--- config.mk ---
export PLATFORM = sky130hd
export DESIGN_NAME = mult_seq_flat
export DESIGN_NICKNAME = d
export VERILOG_FILES = /design/src/rtl/mult_seq_if.sv /design/src/rtl/mult_seq.sv /design/src/flat_wrapper.sv
export SDC_FILE = /design/constraint.sdc
export NUM_CORES = 1
export LEC_CHECK = 0
export ABC_AREA = 1
export ABC_CLOCK_PERIOD_IN_PS = 3000
export BUFFER_PORTS_ARGS = -buffer_cell sky130_fd_sc_hd__buf_2
export CORE_MARGIN = 5
export CORE_UTILIZATION = 61
export CTS_CLUSTER_SIZE = 30
export DETAILED_ROUTE_END_ITERATION = 8
export GPL_TIMING_DRIVEN = 0
export PLACE_DENSITY = 0.82
export SETUP_SLACK_MARGIN = 0.4
export SLEW_MARGIN = 30
export SYNTH_ARGS = -nofsm -noshare
export SYNTH_HDL_FRONTEND = slang
export SYNTH_SLANG_ARGS = --single-unit
--- constraint.sdc ---
create_clock -name clk -period 3 [get_ports clk]
set_input_delay 0 -clock clk [delete_from_list [all_inputs] [get_ports clk]]
set_output_delay 0 -clock clk [all_outputs]
set_load 0.02 [all_outputs]
--- src/rtl/mult_seq_if.sv ---
// Handshake and operand/result bundle for the sequential 32x32 multiplier.
interface mult_seq_if;
  logic        start;
  logic [1:0]  sign;
  logic [31:0] multiplicand;
  logic [31:0] multiplier;
  logic [31:0] multHI;
  logic [31:0] multLO;
  logic        busy;
  logic        done;

  modport master (
    output start, sign, multiplicand, multiplier,
    input  multHI, multLO, busy, done
  );

  modport slave (
    input  start, sign, multiplicand, multiplier,
    output multHI, multLO, busy, done
  );
endinterface

--- src/rtl/mult_seq.sv ---
// Radix-2 shift-add 32x32 multiplier with fixed 33-cycle latency.
// Signed mode multiplies magnitudes and negates the 64-bit product at the end.
module mult_seq (
  input  logic       clk,
  input  logic       reset,
  mult_seq_if.slave  bus
);
  localparam int unsigned W  = 32;
  localparam int unsigned CW = 6;

  typedef enum logic [1:0] {IDLE, RUN, FIN} state_t;

  state_t          state, state_d;
  logic [W-1:0]    mcand;
  logic [W-1:0]    p_hi, p_lo;
  logic [CW-1:0]   cnt;
  logic            negate;

  logic            load_c;
  logic [W-1:0]    a_mag_c, b_mag_c;
  logic [W:0]      sum_c;
  logic [2*W-1:0]  result_c;
  logic            unused_sign0;

  assign unused_sign0 = bus.sign[0];

  // Next-state logic
  always_comb begin
    state_d = state;
    load_c  = 1'b0;
    case (state)
      IDLE: if (bus.start) begin
        state_d = RUN;
        load_c  = 1'b1;
      end
      RUN:  if (cnt == CW'(W - 1)) state_d = FIN;
      FIN:  state_d = IDLE;
      default: state_d = IDLE;
    endcase
  end

  always_ff @(posedge clk) begin
    if (reset) state <= IDLE;
    else       state <= state_d;
  end

  // Operand magnitudes, one add-and-shift step, and final sign fix-up
  always_comb begin
    a_mag_c = bus.multiplicand;
    b_mag_c = bus.multiplier;
    if (bus.sign[1] && bus.multiplicand[W-1]) a_mag_c = W'(~bus.multiplicand + W'(1));
    if (bus.sign[1] && bus.multiplier[W-1])   b_mag_c = W'(~bus.multiplier + W'(1));
    sum_c    = {1'b0, p_hi} + (p_lo[0] ? {1'b0, mcand} : (W+1)'(0));
    result_c = negate ? (2*W)'(~{p_hi, p_lo} + (2*W)'(1)) : {p_hi, p_lo};
  end

  always_ff @(posedge clk) begin
    if (reset) begin
      mcand      <= '0;
      p_hi       <= '0;
      p_lo       <= '0;
      cnt        <= '0;
      negate     <= 1'b0;
      bus.multHI <= '0;
      bus.multLO <= '0;
      bus.busy   <= 1'b0;
      bus.done   <= 1'b0;
    end else begin
      bus.busy <= (state_d != IDLE);
      bus.done <= (state == FIN);
      if (load_c) begin
        mcand  <= a_mag_c;
        p_hi   <= '0;
        p_lo   <= b_mag_c;
        cnt    <= '0;
        negate <= bus.sign[1] & (bus.multiplicand[W-1] ^ bus.multiplier[W-1]);
      end else if (state == RUN) begin
        {p_hi, p_lo} <= {sum_c, p_lo[W-1:1]};
        cnt          <= cnt + CW'(1);
      end else if (state == FIN) begin
        {bus.multHI, bus.multLO} <= result_c;
      end
    end
  end
endmodule

--- src/flat_wrapper.sv ---
// flat-port wrapper written by rule: the top's interface ports become plain ports
module mult_seq_flat 
  (clk, reset, bus_start, bus_sign, bus_multiplicand, bus_multiplier, bus_multHI, bus_multLO, bus_busy, bus_done);
  mult_seq_if bus_i ();
  input  logic clk;
  input  logic reset;
  input wire logic [$bits(bus_i.start)-1:0] bus_start;
  input wire logic [$bits(bus_i.sign)-1:0] bus_sign;
  input wire logic [$bits(bus_i.multiplicand)-1:0] bus_multiplicand;
  input wire logic [$bits(bus_i.multiplier)-1:0] bus_multiplier;
  output wire logic [$bits(bus_i.multHI)-1:0] bus_multHI;
  output wire logic [$bits(bus_i.multLO)-1:0] bus_multLO;
  output wire logic [$bits(bus_i.busy)-1:0] bus_busy;
  output wire logic [$bits(bus_i.done)-1:0] bus_done;
  assign bus_i.start = bus_start;
  assign bus_i.sign = bus_sign;
  assign bus_i.multiplicand = bus_multiplicand;
  assign bus_i.multiplier = bus_multiplier;
  assign bus_multHI = bus_i.multHI;
  assign bus_multLO = bus_i.multLO;
  assign bus_busy = bus_i.busy;
  assign bus_done = bus_i.done;
  mult_seq u_core (.clk(clk), .reset(reset), .bus(bus_i));
endmodule
### Word-level counts from Yosys, hierarchy flattened

Cells that the tools add are included.

* bits in registers: 171
* bits of input ports: 69
* output and inout port bits: 66

* add/subtract/negate cells: 5
* equal/unequal tests: 3
* multiplexer cells: 11
* bitwise gates (word level): 7
* reduce and logical (&&, ||, !) cells: 7

Operators with widths (number)
* 32-bit 2-to-1 mux: 5
* 32-bit by 1-bit adder with 32-bit output (second input constant): 2
* 64-bit by 1-bit adder with 64-bit output (second input constant): 1
* 64-bit 2-to-1 mux: 1
* 32-bit NOT: 2
* 64-bit NOT: 1
* 32-bit by 33-bit adder with 33-bit output: 1
* 6-bit by 1-bit adder with 6-bit output (second input constant): 1
* 6-bit by 5-bit equality test with 1-bit output (second input constant): 1
* 2-bit 2-to-1 mux: 2
* 2-bit one-hot mux with 2 select lines: 1
* 2-bit nonzero test: 2
* 3-bit AND reduction: 1
* 2-bit by 1-bit equality test with 1-bit output (second input constant): 1
* 2-bit equality test (second input constant): 1
* 1-bit logical AND: 2
* 2-bit logical NOT: 1
* 1-bit 2-to-1 mux: 2
* 1-bit NOT: 2
* 2-bit OR reduction: 1
* 1-bit bitwise AND: 1
* 1-bit bitwise XOR: 1

### Depth between registers and ports, before layout

* depth after elaboration: 4
* gate-level depth with buffers: 19
* gate-level depth less buffers: 17

### Worst setup path after synthesis

No wires, ideal clock.

* path type: reg2reg
* from: reg u_core.p_lo[0]
* to: reg u_core.p_hi[20]
* setup time: 0.115 ns
* arrival time: 2.046 ns
* required time: 2.885 ns
* setup slack: 0.838 ns
* cell stages (with the launch flop): 17
* path buffers: 2
* clock period less this slack: 2.162 ns
* path through: dfxtp_1 -> buf_2 -> clkbuf_1 -> nand2_1 -> inv_1 -> ha_1 -> or2_2 -> nand3b_1 -> nand2_1 -> nand2_1 -> nand2_1 -> nand2_1 -> nand2_1 -> nand2_1 -> nand2_1 -> o21ai_0 -> inv_1

* longest elaborated chain between the ends: 2

Ends and longest elaborated chain
* start, declared: RTL line mult_seq.sv:15 `logic [W-1:0] p_hi, p_lo;`
* start signal, assigned: RTL line mult_seq.sv:74 `p_lo <= b_mag_c;`
* start signal, assigned: RTL line mult_seq.sv:78 `{p_hi, p_lo} <= {sum_c, p_lo[W-1:1]};`
* 32-bit 2-to-1 mux: RTL line mult_seq.sv:53 `sum_c = {1'b0, p_hi} + (p_lo[0] ? {1'b0, mcand} : (W+1)'(0));`
* 32-bit by 33-bit adder with 33-bit output: RTL line mult_seq.sv:53
* end signal, assigned: RTL line mult_seq.sv:78
* end, declared: RTL line mult_seq.sv:15

Every way passes these cells.
A chain may end at the register's enable or synchronous reset.

### Worst setup path in the final report

* from: in bus_multiplicand[0]
* to: reg u_core.mcand[16]

* longest elaborated chain between the ends: 3

Ends and longest elaborated chain
* start, declared: RTL line flat_wrapper.sv:9 `input wire logic [$bits(bus_i.multiplicand)-1:0] bus_multiplicand;`
* 32-bit NOT: RTL line mult_seq.sv:51 `if (bus.sign[1] && bus.multiplicand[W-1]) a_mag_c = W'(~bus.multiplicand + W'(1));`
* 32-bit by 1-bit adder with 32-bit output: RTL line mult_seq.sv:51
* 32-bit 2-to-1 mux: RTL line mult_seq.sv:51
* end signal, assigned: RTL line mult_seq.sv:72 `mcand <= a_mag_c;`
* end, declared: RTL line mult_seq.sv:14 `logic [W-1:0] mcand;`

Every way passes these cells.

==> out/qor.csv <==
stage;metric;value;unit
clocking;Num CTS Buffers;17;
timing;RSZ-0062 raised after global routing;true;
timing;minimum clock period;2.566;ns
placement;Port Buf Inserts;132;
timing;Layout Skew;0.01567;ns
grt;vias in the first global route;14360;
timing;setup TNS;0;ns
routing;drt first pass iters;7;
logic_synthesis;ys flop type;dfxtp_1;
routing;Vias;15580;
floorplan;Initial Utilization;61.61;%
clocking;H-tree levels;4;
critical_path;CP max stage delay;0.59;ns
critical_path;critical path arrival;2.97;ns
timing;slew of the pin with the lowest slew margin;0.8798;ns
logic_synthesis;Avg Cell Area, Syn;5.802;um2
clocking;CTS max path bufs;2;
timing;Final setup violation count;0;
logic_synthesis;EDFF count, synth;0;
critical_path;WP buf/inv;5;
clocking;root buf cell;clkbuf_16;
routing;Routed WL;47590;um
timing;Max Fclk;0.3897;GHz
finish;Area Growth Syn to Fin;17.55;%
flow_run;max_cap viols;0;
floorplan;core region area;20890;um2
critical_path;Slowest cell on crit path;dlygate4sd3_1;
clocking;Reg clk slew, reported paths;0.08;ns
finish;# diodes;0;
timing;Final Hold Vio Count;0;
grt;grt total ovfl;0;
logic_synthesis;Yosys reg bits;171;
timing;Final WS setup;0.4337;ns
finish;share of layout cells above drive strength 1;11.15;%
timing;final hold slack;0.01046;ns
routing;Detail Route Antenna Nets;0;
logic_synthesis;syn nets;2324;
power_and_ir_drop;Tot Pwr;6.313;mW
logic_synthesis;Yosys warnings;0;
logic_synthesis;most numerous cell in the Yosys netlist;nand2_1;
power_and_ir_drop;leakage;7.930;nW
logic_synthesis;Synth top cells by count;nand2_1, inv_1, nor2_1;
routing;vias per cell;5.741;
logic_synthesis;Yosys top cell by area;dfxtp_1;
timing;Final Max Slew Viols;0;
floorplan;row cnt;53;
clocking;clock sink count;171;
logic_synthesis;Synth Cell Area;12870;um2
clocking;CTS tree;built;
critical_path;CP Max Fanout;4;
worst_hold_path;worst hold path class;input pin to flip-flop;
timing;Max-Slew Margin vs Limit;41.34;%
critical_path;critical setup path kind;input pin to flip-flop;
floorplan;Die Height;155.2;um
placement;Setup WS pre-CTS;0.3143;ns
placement;HPWL after detailed placement;37200;um
run_status;outcome;completed;
grt;first-pass GRT wire length;74170;um
grt;Total GRT Usage;38.68;%
floorplan;DIE AREA;24100;um2
floorplan;I/O pins;135;
critical_path;Crit path max-delay family;buffers and inverters;
finish;final core occ;72.42;%
logic_synthesis;library cells used by synthesis;49;
critical_path;CP startpoint kind;input pin;
floorplan;die width;155.2;um
routing;DRT iter0 DRCs;1661;
power_and_ir_drop;Cell Pwr Density;417.3;nW/um2
logic_synthesis;Async SR Flop Fraction;0;%
power_and_ir_drop;VDD IR max;0.0003883;V
grt;largest net degree at the start of global routing;19;
finish;Final nets;2532;
timing;Final Cycle Share;85.54;%
logic_synthesis;Mapped Cells;2218;
routing;DR WL/cell;17.54;um
logic_synthesis;post-synth top area share;26.60;%
clocking;worst skew pair latency;0.46;ns
logic_synthesis;sequential area share after synthesis;26.60;%
critical_path;CP endpoint kind;flip-flop;
critical_path;WP data required;3.40;ns
critical_path;crit path cell chain;dlygate4sd3_1 -> buf_2 -> inv_1 -> ha_1 -> nand2_2 -> nor2_4 -> nand2_2 -> nor2_4 -> nand2_1 -> nand2_1 -> nand2_1 -> dlygate4sd3_1 -> a31oi_1 -> dlygate4sd3_1;
routing;# DRC;0;
placement;gpl congestion;1.024;
logic_synthesis;Synth area leaders;dfxtp_1, nand2_1, inv_1, nor2_1, nand3_1;
grt;number of antenna violations at the first check in global routing;0;
## cells by family (layout without fill, tap and decap cells)
kind of cell	count (synthesis)	in the layout	synth area share, %
AOI/OAI and AO/OA	321	321	13.70
and+or+nand+nor	1234	1234	40.26
buffers and inverters	398	619	11.90
DFF	171	171	26.60
xor gates and xnor gates	57	57	3.879
adders and majority gates	37	37	3.656
## path summary, 6_finish.rpt
check | from | to | slack [ns] | cells past startpoint
worst max-delay path | bus_multiplicand[0] | u_core.mcand[16] | 0.43 | 14
worst min-delay path | bus_multiplier[2] | u_core.p_lo[2] | 0.01 | 5
worst max register to register | u_core.p_lo[0] | u_core.p_hi[19] | 0.50 | 15
worst min register to register | u_core.mcand[22] | u_core.mcand[22] | 0.46 | 2
## metrics by stage
stage                     std cells  area, um2
after floorplan                2218      12870
after global placement         2625      13870
after detailed placement       2625      13870
after CTS                      2710      14980
after global routing           2714      15130
final                          2714      15130
## cell type report
| cell class | instances | area, um2 |
|---|---|---|
| clock inverters | 15 | 145.1 |
| multi-input cells | 1649 | 8019 |
| fillers | 1874 | 5762 |
| repair buffers | 189 | 1221 |
| well taps | 275 | 344.1 |
| plain buffers | 69 | 310.3 |
| inverters | 329 | 1239 |
| clock buffers | 17 | 425.4 |
| flip-flops and latches | 171 | 3423 |
## layer usage
layer / track usage [%] / vias up / routed length, um
met2: 62.79 / 950 / 21160
met3: 7.204 / 180 / 5067
met5: 0 / - / 0
li1: - / 7466 / -
met1: 49.03 / 6984 / 18810
met4: 20.22 / 0 / 2548
## cell usage in the layout, fill, tap and decap left out, types with 8 or more instances in the layout
cell type and n:
nor3_1 19, clkbuf_1 36, xor2_1 47, xnor2_1 10
buf_2 155, nand3_1 201, nand2_2 16, nand2_1 630
dlygate4sd3_1 53, buf_4 8, o21ai_0 132, o21ai_1 10
inv_1 315, inv_2 12, ha_1 33, a21oi_1 125
nand4_1 30, dfxtp_1 171, nor2_1 295, clkbuf_16 17
o211ai_1 12
## power breakdown
part / switching, mW / internal, mW / total, mW
sequential: 0.150 / 2.38 / 2.53
clock: 1.08 / 1.10 / 2.18
combinational: 1.08 / 0.520 / 1.60
total: 2.31 / 4.01 / 6.31
## registers in the layout, summed over array words and instances, names as in the netlist
| signal | flops |
|---|---|
| u_core.bus.busy | 1 |
| u_core.mcand | 32 |
| u_core.negate | 1 |
| u_core.bus.done | 1 |
| u_core.p_lo | 32 |
| u_core.bus.multLO | 32 |
| u_core.state | 2 |
| u_core.p_hi | 32 |
| u_core.cnt | 6 |
| u_core.bus.multHI | 32 |
## worst min-delay path: stages
cell     delay, ns
buf_2         0.11
inv_1         0.08
xor2_1        0.08
nand2_1       0.05
a32o_1        0.11
## repair_timing
| item | CTS | global route |
|---|---|---|
| setup buffers | 0 | 4 |
| hold endpoints to repair | 51 | 0 |
| hold buffers | 53 | 0 |
| resized for setup | 1 | 42 |
| setup endpoints to repair | 9 | 23 |
| pin swaps | 0 | 2 |
Power figures use the tool's default switching activity.
